==> src/rtl/lfsr_pkg.sv <==
// Shared types, default sizes and the LFSR step function.
// Used by the LFSR generator and by lfsr_stream_checker.
package lfsr_pkg;

  typedef enum logic [1:0] {SEED, HUNT, LOCKED} chk_state_t;

  localparam int LFSR_W          = 8;
  localparam int LOCK_THRESH_D   = 16;
  localparam int UNLOCK_THRESH_D = 4;

  // Newest bit enters at [0]; feedback is the parity of the tapped history.
  function automatic logic [LFSR_W-1:0] lfsr_next(input logic [LFSR_W-1:0] hist,
                                                  input logic [LFSR_W-1:0] tap);
    return {hist[LFSR_W-2:0], ^(hist & tap)};
  endfunction

endpackage

==> src/rtl/lfsr_predictor.sv <==
// History register and registered tap mask.
// Produces the next expected stream bit; load_pred selects predicted vs received bit.
module lfsr_predictor
  import lfsr_pkg::*;
#(
  parameter int WIDTH = LFSR_W
) (
  input  logic             clk,
  input  logic             resetn,
  input  logic             en,
  input  logic             load_pred,
  input  logic             din_bit,
  input  logic [WIDTH-1:0] tap,
  output logic             pred
);

  logic [WIDTH-1:0] hist_q, hist_d;
  logic [WIDTH-1:0] tap_q, tap_d;

  always_comb begin
    pred   = ^(hist_q & tap_q);
    tap_d  = tap;
    hist_d = hist_q;
    if (en) hist_d = {hist_q[WIDTH-2:0], (load_pred ? pred : din_bit)};
  end

  always_ff @(posedge clk or negedge resetn) begin
    if (!resetn) begin
      hist_q <= '0;
      tap_q  <= '0;
    end else begin
      hist_q <= hist_d;
      tap_q  <= tap_d;
    end
  end

endmodule

==> config.mk <==
export PLATFORM = sky130hd
export DESIGN_NAME = lfsr_predictor
export DESIGN_NICKNAME = d
export VERILOG_FILES = /design/src/rtl/lfsr_pkg.sv /design/src/rtl/lfsr_predictor.sv
export SDC_FILE = /design/constraint.sdc
export NUM_CORES = 1
export LEC_CHECK = 0
export CAP_MARGIN = 0
export CELL_PAD_IN_SITES_DETAIL_PLACEMENT = 1
export CELL_PAD_IN_SITES_GLOBAL_PLACEMENT = 2
export CORE_MARGIN = 8
export CORE_UTILIZATION = 31
export DETAILED_ROUTE_END_ITERATION = 10
export PLACE_DENSITY_LB_ADDON = 0.1
export SLEW_MARGIN = 20
export SYNTH_ARGS = -nofsm -noshare
export SYNTH_HDL_FRONTEND = slang
export SYNTH_SLANG_ARGS = --single-unit
==> constraint.sdc <==
create_clock -name clk -period 1.3 [get_ports clk]
set_input_delay 0.26 -clock clk [delete_from_list [all_inputs] [get_ports clk]]
set_output_delay 0.26 -clock clk [all_outputs]
set_load 0.01 [all_outputs]
==> results.txt <==
hold crit path type = in -> async
vias in the first global route = 500
met2 wire length = 634 um
Comb pwr share = 46.9%
Crit path largest cell delay = 380 ps
required time of the critical path = 1040 ps
post-synthesis async set-or-reset flop share = 100%
Mapped Avg Cell Area = 13.9 um2
Sequential Power Share = 36.6%
Synth-to-Final Area Change = 52.8%
top cells by area, synth = dfrtp_1, mux2_2, xnor2_1, nand2_1, a31o_1
PortBufs = 13
fin worst setup slack = -370 ps
sequential area share after synthesis = 66.8%
cell row count = 16
cells after synthesis = 43
TritonCTS clock tree = done
period utilization = 128%
clock power share = 16.6%
synth cell count leaders = dfrtp_1, nand2_1, mux2_2
violated checks = negative setup slack
VDD IR max = 0.000933 V
final wirelength = 1270 um
Post-Place Worst Slack = -488 ps
Die X = 60.0 um
crit path time final = 1670 ps
Cell Chain, Critical Path = nand2_2 -> xor2_2 -> xnor2_1 -> xnor2_1 -> buf_2
count leader, synth = dfrtp_1
status = finished, violations left
post-DR wirelength/cell = 12.9 um
Detailed Route Iter0 Violations = 4
wire length on met1 = 530 um
pwr/cell area = 2130 nW/um2
Final Max Tran Viols = 0
Total Die Area = 3600 um2
fill cell count = 217
FF+latch count, synth = 16
TNS Setup = -404 ps
clk_lat worst skew = 280 ps
WL met3 = 92 um
CTS sink cnt = 16
global-route wire length before repair = 2180 um
CP Launch Type = flip-flop
Post-synth EDFFs = 0
CP max FO = 2
largest family of logic cells by synthesized area = multiplexers
final instance area = 916 um2
XOR/XNOR share of the synthesized area = 10.2%
final setup fails = 2
clock skew = 0.660 ps
switching power = 573 uW
most frequently used flop master after synthesis = dfrtp_1
Crit. End Element = output port
Ant. Diodes = 0
area leader, netlist = dfrtp_1
mux share of post-synthesis cell area = 13.2%
CTS buffer count = 3
I/O Pins = 14
Root Driver = clkbuf_4
Simple-Gate Fraction of Synth Area = 6.26%
Clock transition at path regs = 90 ps
Leak = 0.000413 uW
DRC = 0
MaxCap Viol Count = 0
Critical Path Stages = 5
yosys warns = 0
Core Area = 1880 um2
Total Routing Usage GR = 8.19%
Vias = 415
Routed Antenna Nets = 0
Die Ht = 60.0 um
GRT overflow = 0
Hold Violations, Final = 0
Initial Util = 31.8%
share of the synthesized area in the top cell type = 66.8%
synthesized cell area = 599 um2
DRT Pass-1 Iters = 2
compound-gate portion of the synthesized area = 2.30%
most used cell, CP = xnor2_1
Syn Nets = 56
Layout Utilization = 48.7%
Yosys cell types = 10
worst rel slew slack = 86.1%
Post-DP Area = 835 um2
Sw Share = 29.3%
Max Buffers Root-to-Sink = 2
H-tree levels = 1
Arrival @ worst endpoint = 1410 ps
RSZ-0062 raised after global routing = true
Internal = 1380 uW
routed vias/inst = 4.23
Worst R2R Path Depth = 6
FMAX = 0.599 GHz
Synth Area in Adders = 0%
HPWL after detailed placement = 966 um
CP max-delay cell = dfrtp_1
Worst-Margin Slew = 208 ps
NumNets Final = 85
initial antenna violation count = 0
kind of critical path = reg -> out
Buf+Inv Stages, Crit Path = 1
Top delay family on crit path = XOR/XNOR gates
pin count of the biggest net entering global routing = 17
share of layout cells above drive strength 1 = 42.3%
Top Metal Used = met4
GPL Wtd Cong = 0.736
## worst paths after layout
kind                       slack (ps)                  start                     to
min in group clk                  410                 tap[4]     tap_q[4]$_DFF_PN0_
max in group asynchronous         830                 resetn  hist_q[6]$_DFFE_PN0P_
max                              -370  hist_q[7]$_DFFE_PN0P_                   pred
min                               290                 resetn     tap_q[3]$_DFF_PN0_
max reg2reg                       -30  hist_q[7]$_DFFE_PN0P_  hist_q[0]$_DFFE_PN0P_
min reg2reg                       550  hist_q[0]$_DFFE_PN0P_  hist_q[1]$_DFFE_PN0P_
## cells in the final DEF, fill, tap and decap left out, drive strengths merged
cell type,Yosys,routed
xnor2,6,6
nand3b,1,1
nand2,8,8
mux2,7,7
dfrtp,16,16
buf,0,13
xor2,1,1
a31o,1,1
o21ai,1,1
inv,1,1
clkbuf,1,4
clkdlybuf4s50,0,12
## kinds of logic (layout without fill, tap and decap cells)
| logic type | after synthesis | in the layout |
|---|---|---|
| flops | 16 | 16 |
| simple gates | 9 | 9 |
| buf+inv | 2 | 30 |
| compound gates | 2 | 2 |
| xor+xnor | 7 | 7 |
| mux | 7 | 7 |
## cell type report
cell class              count  area, um2  share of cell area, %
clock buffers               4       36.3                   3.96
inverters                   1       3.75                  0.410
multi-input cells          25        226                   24.7
flip-flops and latches     16        400                   43.7
well taps                  27       33.8                   3.69
repair buffers             25        215                   23.5
## routing by layer
layer | vias up | global-route usage (%)
li1 | 194 | -
met1 | 210 | 8.82
met2 | 9 | 13.7
met3 | 2 | 3.01
met4 | 0 | 4.08
met5 | - | 0
## power groups by stage
stage / Clock, uW / Combinational, uW / Sequential, uW
final: 323 / 915 / 714
after global routing: 357 / 1010 / 737
after CTS: 340 / 850 / 707
after detailed placement: 0 / 889 / 718
after global placement: 0 / 863 / 705
after floorplan: 0 / 403 / 706
## stage by stage
stage	hold slack, ps	cells	total power, uW
floorplan	-35.6	43	1110
detailed placement	518	92	1610
CTS	285	97	1900
global placement	491	92	1570
finish	289	98	1950
global route	291	98	2110
## flip-flops by register name, summed over array words and instances (netlist names)
name    cells
hist_q      8
tap_q       8
## timing repair
| action | CTS | global route |
|---|---|---|
| setup buffers | 2 | 2 |
| pin swaps | 6 | 4 |
| setup endpoints to repair | 2 | 2 |
| hold buffers | 0 | 0 |
| resized for setup | 4 | 6 |
| hold endpoints to repair | 0 | 0 |
Note: power is estimated with default switching activity, not from simulation.
